$ cat config.mk
export PLATFORM = sky130hd
export DESIGN_NAME = raster_dispatcher_flat
export DESIGN_NICKNAME = d
export VERILOG_FILES = /design/src/rtl/raster_dispatcher_pkg.sv /design/src/rtl/raster_dispatcher_if.sv /design/src/rtl/raster_dispatcher_tri_fifo.sv /design/src/rtl/raster_dispatcher.sv /design/src/flat_wrapper.sv
export SDC_FILE = /design/constraint.sdc
export NUM_CORES = 2
export LEC_CHECK = 0
export CAP_MARGIN = 20
export CORE_UTILIZATION = 45
export CTS_CLUSTER_SIZE = 16
export DETAILED_ROUTE_END_ITERATION = 10
export PLACE_DENSITY = 0.72
export SYNTH_ARGS = -nofsm -noshare
export SYNTH_HDL_FRONTEND = slang
export SYNTH_SLANG_ARGS = --single-unit
$ cat constraint.sdc
create_clock -name clock -period 12.2 [get_ports clock]
set_input_delay 1.83 -clock clock [delete_from_list [all_inputs] [get_ports clock]]
set_output_delay 1.83 -clock clock [all_outputs]
set_load 0.02 [all_outputs]
$ cat src/rtl/raster_dispatcher_pkg.sv
// Shared types for the raster dispatcher: triangle record, FSM states and
// a pointer-width helper used by the dispatcher and its queue.
package raster_pkg;

  localparam int TRI_W = 386;

  typedef struct packed {
    logic [8:0][31:0] vtx;
    logic [2:0][23:0] rgb;
    logic [25:0]      fb_base;
  } tri_t;

  typedef enum logic [1:0] {
    S_IDLE,
    S_RUN,
    S_DRAIN,
    S_DONE
  } state_e;

  function automatic int ptr_w(input int n);
    return (n > 1) ? $clog2(n) : 1;
  endfunction

endpackage

$ cat src/rtl/raster_dispatcher_if.sv
// Upstream triangle stream plus rasterizer-lane bus of the dispatcher.
interface raster_dispatcher_if #(
  parameter int NUM_RAST = 2
);

  raster_pkg::tri_t      tri_in;
  logic                  tri_valid;
  logic                  tri_last;
  logic                  tri_ready;
  raster_pkg::tri_t      rast_tri;
  logic [NUM_RAST-1:0]   rast_valid;
  logic [NUM_RAST-1:0]   rast_done;
  logic                  frame_done;
  logic                  busy;
  logic [15:0]           tri_done_cnt;

  modport slave (
    input  tri_in, tri_valid, tri_last, rast_done,
    output tri_ready, rast_tri, rast_valid, frame_done, busy, tri_done_cnt
  );

  modport master (
    output tri_in, tri_valid, tri_last, rast_done,
    input  tri_ready, rast_tri, rast_valid, frame_done, busy, tri_done_cnt
  );

endinterface

$ cat src/rtl/raster_dispatcher_tri_fifo.sv
// Synchronous FIFO with wrap-bit pointers; push and pop may occur together.
module tri_fifo
  import raster_pkg::*;
#(
  parameter int WIDTH = 8,
  parameter int DEPTH = 4
) (
  input  logic             clock,
  input  logic             reset,
  input  logic             push,
  input  logic [WIDTH-1:0] wdata,
  input  logic             pop,
  output logic [WIDTH-1:0] rdata,
  output logic             full,
  output logic             empty
);

  localparam int AW = ptr_w(DEPTH);

  logic [WIDTH-1:0] r_mem [DEPTH];
  logic [AW:0]      r_wr_ptr;
  logic [AW:0]      r_rd_ptr;
  logic             w_push;
  logic             w_pop;

  assign empty  = (r_wr_ptr == r_rd_ptr);
  assign full   = (r_wr_ptr[AW] != r_rd_ptr[AW]) &&
                  (r_wr_ptr[AW-1:0] == r_rd_ptr[AW-1:0]);
  assign w_push = push && !full;
  assign w_pop  = pop && !empty;
  assign rdata  = r_mem[r_rd_ptr[AW-1:0]];

  always_ff @(posedge clock) begin
    if (reset) begin
      r_wr_ptr <= '0;
      r_rd_ptr <= '0;
    end else begin
      if (w_push) r_wr_ptr <= r_wr_ptr + 1'b1;
      if (w_pop)  r_rd_ptr <= r_rd_ptr + 1'b1;
    end
  end

  // NOTE: storage has no reset; the pointers alone decide which entries are valid.
  always_ff @(posedge clock) begin
    if (w_push) r_mem[r_wr_ptr[AW-1:0]] <= wdata;
  end

endmodule

$ cat src/rtl/raster_dispatcher.sv
// Queues triangles and hands each to the next free rasterizer lane in
// round-robin order; tracks per-frame completion and pulses frame_done.
module raster_dispatcher
  import raster_pkg::*;
#(
  parameter int NUM_RAST   = 2,
  parameter int FIFO_DEPTH = 4
) (
  input logic                clock,
  input logic                reset,
  raster_dispatcher_if.slave bus
);

  localparam int PTR_W = ptr_w(NUM_RAST);

  state_e              r_state;
  logic [NUM_RAST-1:0] r_lane_busy;
  logic [NUM_RAST-1:0] r_rast_valid;
  logic [PTR_W-1:0]    r_rr_ptr;
  tri_t                r_rast_tri;
  logic                r_frame_done;
  logic [15:0]         r_done_cnt;

  logic                w_tri_ready;
  logic                w_push;
  logic                w_pop;
  logic                w_full;
  logic                w_empty;
  logic [TRI_W:0]      w_head;
  logic                w_unused_last;
  tri_t                w_head_tri;
  logic                w_found;
  logic [PTR_W-1:0]    w_grant_idx;
  logic [PTR_W-1:0]    w_next_ptr;
  logic [NUM_RAST-1:0] w_grant;
  logic [NUM_RAST-1:0] w_done_hit;
  logic [15:0]         w_done_add;

  tri_fifo #(.WIDTH(TRI_W + 1), .DEPTH(FIFO_DEPTH)) u_fifo (
    .clock (clock),
    .reset (reset),
    .push  (w_push),
    .wdata ({bus.tri_last, bus.tri_in}),
    .pop   (w_pop),
    .rdata (w_head),
    .full  (w_full),
    .empty (w_empty)
  );

  assign {w_unused_last, w_head_tri} = w_head;
  assign w_tri_ready = !w_full && ((r_state == S_IDLE) || (r_state == S_RUN));
  assign w_push      = bus.tri_valid && w_tri_ready;
  assign w_done_hit  = bus.rast_done & r_lane_busy;
  assign w_pop       = w_found && !w_empty;
  assign w_next_ptr  = (w_grant_idx == PTR_W'(NUM_RAST - 1)) ? '0 : w_grant_idx + 1'b1;

  // Two ascending scans: lanes at/after rr_ptr first, then the wrapped ones.
  // NOTE: every output of a combinational block gets a default first so no path infers a latch.
  always_comb begin
    w_found     = 1'b0;
    w_grant_idx = '0;
    for (int l = 0; l < NUM_RAST; l++) begin
      if (!w_found && !r_lane_busy[l] && (l >= int'(r_rr_ptr))) begin
        w_found     = 1'b1;
        w_grant_idx = PTR_W'(l);
      end
    end
    for (int l = 0; l < NUM_RAST; l++) begin
      if (!w_found && !r_lane_busy[l] && (l < int'(r_rr_ptr))) begin
        w_found     = 1'b1;
        w_grant_idx = PTR_W'(l);
      end
    end
  end

  always_comb begin
    w_grant    = '0;
    w_done_add = '0;
    for (int l = 0; l < NUM_RAST; l++) begin
      w_grant[l] = w_pop && (w_grant_idx == PTR_W'(l));
      w_done_add = w_done_add + 16'(w_done_hit[l]);
    end
  end

  // NOTE: all sequential state uses non-blocking assignments so every register sees pre-edge values.
  always_ff @(posedge clock) begin
    if (reset) begin
      r_state      <= S_IDLE;
      r_frame_done <= 1'b0;
    end else begin
      r_frame_done <= 1'b0;
      case (r_state)
        S_IDLE:  if (w_push) r_state <= bus.tri_last ? S_DRAIN : S_RUN;
        S_RUN:   if (w_push && bus.tri_last) r_state <= S_DRAIN;
        S_DRAIN: if (w_empty && !(|r_lane_busy) && !(|r_rast_valid)) begin
                   r_state      <= S_DONE;
                   r_frame_done <= 1'b1;
                 end
        default: r_state <= S_IDLE;
      endcase
    end
  end

  always_ff @(posedge clock) begin
    if (reset) begin
      r_lane_busy  <= '0;
      r_rast_valid <= '0;
      r_rr_ptr     <= '0;
      r_rast_tri   <= '0;
      r_done_cnt   <= '0;
    end else begin
      r_rast_valid <= w_grant;
      r_lane_busy  <= (r_lane_busy & ~w_done_hit) | w_grant;
      if (w_pop) begin
        r_rast_tri <= w_head_tri;
        r_rr_ptr   <= w_next_ptr;
      end
      // Count holds through S_DONE and clears as the FSM returns to idle.
      if (r_state == S_DONE) r_done_cnt <= '0;
      else                   r_done_cnt <= r_done_cnt + w_done_add;
    end
  end

  assign bus.tri_ready    = w_tri_ready;
  assign bus.rast_tri     = r_rast_tri;
  assign bus.rast_valid   = r_rast_valid;
  assign bus.frame_done   = r_frame_done;
  assign bus.busy         = (r_state != S_IDLE) || !w_empty;
  assign bus.tri_done_cnt = r_done_cnt;

endmodule

$ cat src/flat_wrapper.sv
// flat-port wrapper written by rule: the top's interface ports become plain ports
module raster_dispatcher_flat import raster_pkg::*;
#(
  parameter int NUM_RAST   = 2,
  parameter int FIFO_DEPTH = 4
)
  (clock, reset, bus_tri_in, bus_tri_valid, bus_tri_last, bus_rast_done, bus_tri_ready, bus_rast_tri, bus_rast_valid, bus_frame_done, bus_busy, bus_tri_done_cnt);
  raster_dispatcher_if #(.NUM_RAST(NUM_RAST)) bus_i ();
  input logic clock;
  input logic reset;
  input wire logic [$bits(bus_i.tri_in)-1:0] bus_tri_in;
  input wire logic [$bits(bus_i.tri_valid)-1:0] bus_tri_valid;
  input wire logic [$bits(bus_i.tri_last)-1:0] bus_tri_last;
  input wire logic [$bits(bus_i.rast_done)-1:0] bus_rast_done;
  output wire logic [$bits(bus_i.tri_ready)-1:0] bus_tri_ready;
  output wire logic [$bits(bus_i.rast_tri)-1:0] bus_rast_tri;
  output wire logic [$bits(bus_i.rast_valid)-1:0] bus_rast_valid;
  output wire logic [$bits(bus_i.frame_done)-1:0] bus_frame_done;
  output wire logic [$bits(bus_i.busy)-1:0] bus_busy;
  output wire logic [$bits(bus_i.tri_done_cnt)-1:0] bus_tri_done_cnt;
  assign bus_i.tri_in = bus_tri_in;
  assign bus_i.tri_valid = bus_tri_valid;
  assign bus_i.tri_last = bus_tri_last;
  assign bus_i.rast_done = bus_rast_done;
  assign bus_tri_ready = bus_i.tri_ready;
  assign bus_rast_tri = bus_i.rast_tri;
  assign bus_rast_valid = bus_i.rast_valid;
  assign bus_frame_done = bus_i.frame_done;
  assign bus_busy = bus_i.busy;
  assign bus_tri_done_cnt = bus_i.tri_done_cnt;
  raster_dispatcher #(.NUM_RAST(NUM_RAST), .FIFO_DEPTH(FIFO_DEPTH)) u_core (.clock(clock), .reset(reset), .bus(bus_i));
endmodule
After elaboration in Yosys (flattened, before gate mapping)
Memory sizes are Yosys's and may differ from the RTL's. A register that Yosys moved wholly into a read port is not among the register bits.
Cells that the tools add are included.
{ "word_totals": {"reg_bits": 30, "ramBits": 1548, "memories": 1} }
{ "op_classes": {"addsub": 5, "magnitude_cmp": 2, "n_eq_ne": 9, "n_mux": 14, "n_bitwise": 6, "reduce_logical": 32} }
{ "mem_list": {"columns": ["memory", "words", "word_bits", "read_ports", "rd_ports_with_merged_regs", "write_ports", "line", "text"], "rows": [
  ["u_core.u_fifo.r_mem", 4, 387, 1, 1, 1, "raster_dispatcher_tri_fifo.sv:20", "logic [WIDTH-1:0] r_mem [DEPTH];"]
]} }
{ "op_table": {"columns": ["operator", "count"], "rows": [
  ["adder 16 bit", 1],
  ["logical AND 1 bit", 15],
  ["two-way mux 1 bit", 9],
  ["zero test 1 bit", 8],
  ["two-way mux 2 bit", 4],
  ["OR reduction 2 bit", 4],
  ["adder 3 x 1 -> 3 bit (second input constant)", 2],
  ["case mux 2 bit (3 select lines)", 1],
  ["bitwise AND 2 bit", 2],
  ["== test 2 bit (second input constant)", 2],
  ["!= test 2 bit (second input constant)", 2],
  ["== test 3 bit", 1],
  ["AND reduction 3 bit", 1],
  ["adder 1 x 1 -> 2 bit", 1],
  ["== test 2 x 1 -> 1 bit (second input constant)", 1],
  ["== test 2 bit", 1],
  ["zero test 2 bit", 1],
  ["logical OR 1 bit", 2],
  ["!= test 2 x 1 -> 1 bit (second input constant)", 1],
  ["inverter 1 bit", 2],
  ["inverter 2 bit", 1],
  ["OR 2 bit", 1],
  ["nonzero test 2 bit", 1],
  ["adder 1 bit (second input constant)", 1],
  ["3 further kinds", 3]
]} }

Depth between registers and ports, before layout
{ "depth": {"depth_word": 13, "ltp_mapped": 9} }

By module
Synthesis repeated with hierarchy kept, for this count alone.
{ "unflattened": {"hier_cells": 3890, "hier_area_um2": 70640.2} }
{ "modules_own_cells": {"columns": ["module", "instances", "cells_each", "area_per_inst_um2", "seq_area_each_um2"], "rows": [
  ["tri_fifo", 1, 2089, 56426.6, 46644.7],
  ["raster_dispatcher", 1, 1801, 14213.6, 8207.9]
]} }

Worst setup path after synthesis
Ideal clock, no wire load.
{ "synth_timing": {"path_type": "input -> register", "start": "in bus_tri_valid", "end": "reg u_core.u_fifo.r_wr_ptr[2]", "setup_ns": 0.524, "arrival_time_ns": 11.760, "required_ns": 11.676, "slack_ns": -0.084, "path_stages": 4, "n_path_buf": 0, "cell_sequence": "o21ai_0 -> a31oi_1 -> and2_1 -> o21ai_0"} }
{ "synth_between": {"elab_chain_cells": 2} }
{ "synth_rtl": {"columns": ["item", "line", "text"], "rows": [
  ["start: declaration", "flat_wrapper.sv:12", "input wire logic [$bits(bus_i.tri_valid)-1:0] bus_tri_valid;"],
  ["logical AND 1 bit", "raster_dispatcher.sv:52", "assign w_push = bus.tri_valid && w_tri_ready;"],
  ["logical AND 1 bit", "raster_dispatcher_tri_fifo.sv:29", "assign w_push = push && !full;"],
  ["end signal: assignment", "raster_dispatcher_tri_fifo.sv:38", "if (w_push) r_wr_ptr <= r_wr_ptr + 1'b1;"],
  ["end: declaration", "raster_dispatcher_tri_fifo.sv:21", "logic [AW:0] r_wr_ptr;"]
]} }
Every way passes these cells.
A chain may end at the register's enable or synchronous reset.

Worst setup path after layout
{ "layout_timing": {"start": "reg u_core.u_fifo.r_rd_ptr[1]", "end": "out bus_busy"} }
{ "layout_between": {"elab_chain_cells": 3} }
{ "layout_rtl": {"columns": ["item", "line", "text"], "rows": [
  ["start: declaration", "raster_dispatcher_tri_fifo.sv:22", "logic [AW:0] r_rd_ptr;"],
  ["start signal: assignment", "raster_dispatcher_tri_fifo.sv:39", "if (w_pop) r_rd_ptr <= r_rd_ptr + 1'b1;"],
  ["== test 3 bit", "raster_dispatcher_tri_fifo.sv:26", "assign empty = (r_wr_ptr == r_rd_ptr);"],
  ["zero test 1 bit", "raster_dispatcher.sv:128", "assign bus.busy = (r_state != S_IDLE) || !w_empty;"],
  ["logical OR 1 bit", "raster_dispatcher.sv:128", null],
  ["end: declaration", "flat_wrapper.sv:19", "output wire logic [$bits(bus_i.busy)-1:0] bus_busy;"]
]} }
Every way passes these cells.

==> metrics.txt <==
hpwl dp 95,700 um; critical setup path kind flip-flop to output pin; CP peak stage delay 0.81 ns; average footprint of a synthesized cell 18.2 um2; worst relative slew slack 0.234; number of global-route vias before repair 37,525; Total GRT Usage 0.201; post-synth top area cell sky130_fd_sc_hd__edfxtp_1; effective utilization at floorplan 0.455; cell count after synthesis 3,865; number of port buffers 798; worst-path fanout max 47; total grt overflow 0; Root Buffer sky130_fd_sc_hd__clkbuf_16; drt via density 5.37; CP required 10.37 ns; number of gates given a new drive strength after cts 0; kind of cell with the highest combined delay on the critical path simple AND/OR/NAND/NOR gates; Cell Chain, Critical Path xor2_2, nor3_1, nand2_1, clkdlybuf4s50_1; maximum number of pins on one net before global-route repair 147; post-layout min period 5.23 ns; Routed Wire Length 162,000 um; floorplan die width 397 um; maximum ir drop on the vdd rail 0.000433 V; power density cells 248 nW/um2; floorplan core area 155,000 um2; final worst clock skew 0.0589 ns; arrival time at the worst endpoint 3.40 ns; detailed-route wire length per cell 23.4 um; Clk pin slew, worst setup/hold paths 0.06 ns; iteration-0 DRC count of the detailed router 3,092; post-synthesis to final-layout area growth 23.5%; Worst Path Buf+Inv 1; multi-input combinational cell area 14,500 um2; number of design rule violations left after detail routing 0; Worst Setup Slack post-DPL 6.41 ns; Max clock buf depth 3; total of flip-flops plus latches after synthesis 1,960; storage element area 54,700 um2; synth top area cells sky130_fd_sc_hd__edfxtp_1 66%, sky130_fd_sc_hd__mux4_2 12%, sky130_fd_sc_hd__dfxtp_1 12%; Fillers 11,685; Critical Path End Type output pin; achievable clock frequency 0.191 GHz; final RePlAce weighted congestion 0.779; RSZ-0062 raised after global routing no; # clock sinks 1,960; number of levels the H-tree was split into 4; number of hold violations in the final report 0; type of the most critical hold path flip-flop to flip-flop; final total power 21.5 mW; CTS tree done; via count 37,213; sequential fraction of the synthesis area 0.778; die extent in y 397 um; max-slew violation total from the final report 0; clock latency at the later pin of the worst-skew pair 0.82 ns; net count after synthesis 4,270; cell with the largest stage delay on the worst path sky130_fd_sc_hd__dfxtp_4; Least-Margin Pin Slew 1.15 ns; post-route fraction of the period consumed by the critical path 0.429; number of buffers inserted by hold repair at cts 0; std cell rows 144; antenna violations before repair 45; Worst Setup Slack, final 6.97 ns; cell leakage power 28.0 nW; Netlist Area Pre-Place 70,300 um2; fraction of layout cells with a size suffix above 1 0.150; Yosys warning total 0; final setup vio count 0; antenna-violating nets left 0; number of library cell types mapped by synthesis 39; wire length of the first global-routing pass 238,000 um; cts bufs inserted 191; number of primary I/O pins 799; MaxCap Viol Count 0; status finished clean; kind of start point of the critical path flip-flop; TritonRoute pass-1 iters 5; Synth top area share 0.660; postcts setup bufs 0; die area 158,000 um2; number of nets in the layout 5,085; Total Neg Setup Slack 0 ns
==> layout by cell type, fill, tap and decap left out, drive strengths merged, types with 34 or more instances in the layout <==
cell,netlist,routed
a21oi,396,396
buf,157,45
clkbuf,63,270
clkdlybuf4s50,0,797
clkinv,0,64
dfxtp,416,416
diode,0,34
edfxtp,1544,1544
mux4,386,386
nand2,780,780
==> metal layers <==
layer  track usage  vias to the layer above  wire, um
met5             0                        -       185
met4        0.0816                       28      5020
met3        0.0507                      294     11300
met2         0.329                     1227     81800
met1         0.257                    19160     63500
li1              -                    16504         -
==> report_power, final <==
group | total (mW) | switching (mW) | internal (mW)
Sequential | 9.01 | 0.467 | 8.55
Combinational | 6.58 | 4.00 | 2.58
Clock | 5.94 | 2.53 | 3.42
==> worst paths after layout <==
path	start	end	slack [ns]	cells past startpoint
worst max-delay path	u_core.u_fifo.r_rd_ptr[1]	bus_busy	6.97	4
worst min-delay path	u_core.bus.rast_tri[1]	u_core.bus.rast_tri[1]	0.45	2
worst max register to register	u_core.u_fifo.r_rd_ptr[0]	u_core.bus.rast_tri[26]	7.40	7
worst min register to register	u_core.bus.rast_tri[1]	u_core.bus.rast_tri[1]	0.45	2
==> worst min-delay path: cells and delay by family, from the launching register on <==
kind / cells / cell delay (ns)
DFF: 1 / 0.30
and+or+nand+nor: 1 / 0.05
AOI/OAI and AO/OA: 1 / 0.05
==> cells by family after synthesis <==
kind of cell | Yosys count | synth area share
mux | 389 | 0.124
buf+inv | 229 | 0.0160
fa+ha+maj | 13 | 0.00242
compound gates | 411 | 0.0297
xor+xnor | 19 | 0.00269
flops | 1960 | 0.778
simple gates | 844 | 0.0466
==> stage by stage <==
step | hold slack, ns | area [um2] | std cells | util
6_report | 0.451 | 86700 | 6928 | 0.561
5_1_grt | 0.464 | 86700 | 6924 | 0.561
4_1_cts | 0.454 | 86700 | 6894 | 0.561
3_5_place_dp | 0.446 | 80200 | 6531 | 0.519
3_3_place_gp | 0.441 | 80200 | 6531 | 0.519
2_1_floorplan | 0.471 | 70300 | 3865 | -
==> cells in the mapped netlist, drive strengths merged <==
cell       n
nor3       1
xnor2      6
nand3      3
ha        12
a21o       1
nand4      8
nor2b      2
dfxtp    416
mux2       2
a31oi      2
o311ai     1
xor2      13
fa         1
and4b      1
nor4       3
nor2      24
o31a       1
a21oi    396
buf      157
edfxtp  1544
and2       7
or3        7
and3       1
or2        1
mux2i      1
and4       2
a222oi     1
nor3b      1
mux4     386
inv        9
nand2    780
nand2b     3
clkbuf    63
o31ai      2
o21ai      7
==> sequential cells by signal, indices dropped and copies added, names as in the netlist <==
signal                   cells
u_core.u_fifo.r_mem       1544
u_core.bus.tri_done_cnt     16
u_core.r_state               2
u_core.bus.rast_valid        2
u_core.r_rr_ptr              1
u_core.u_fifo.r_wr_ptr       3
u_core.bus.rast_tri        386
u_core.bus.frame_done        1
u_core.u_fifo.r_rd_ptr       3
u_core.r_lane_busy           2
==> final cells by class <==
class	instances	area share
diodes	34	0.000981
clock buffers	270	0.0618
clock inverters	93	0.0125
inverters	9	0.000389
multi-input cells	1676	0.167
flip-flops and latches	1960	0.631
well taps	2044	0.0295
repair buffers	842	0.0975
(Power assumes the default switching activity.)
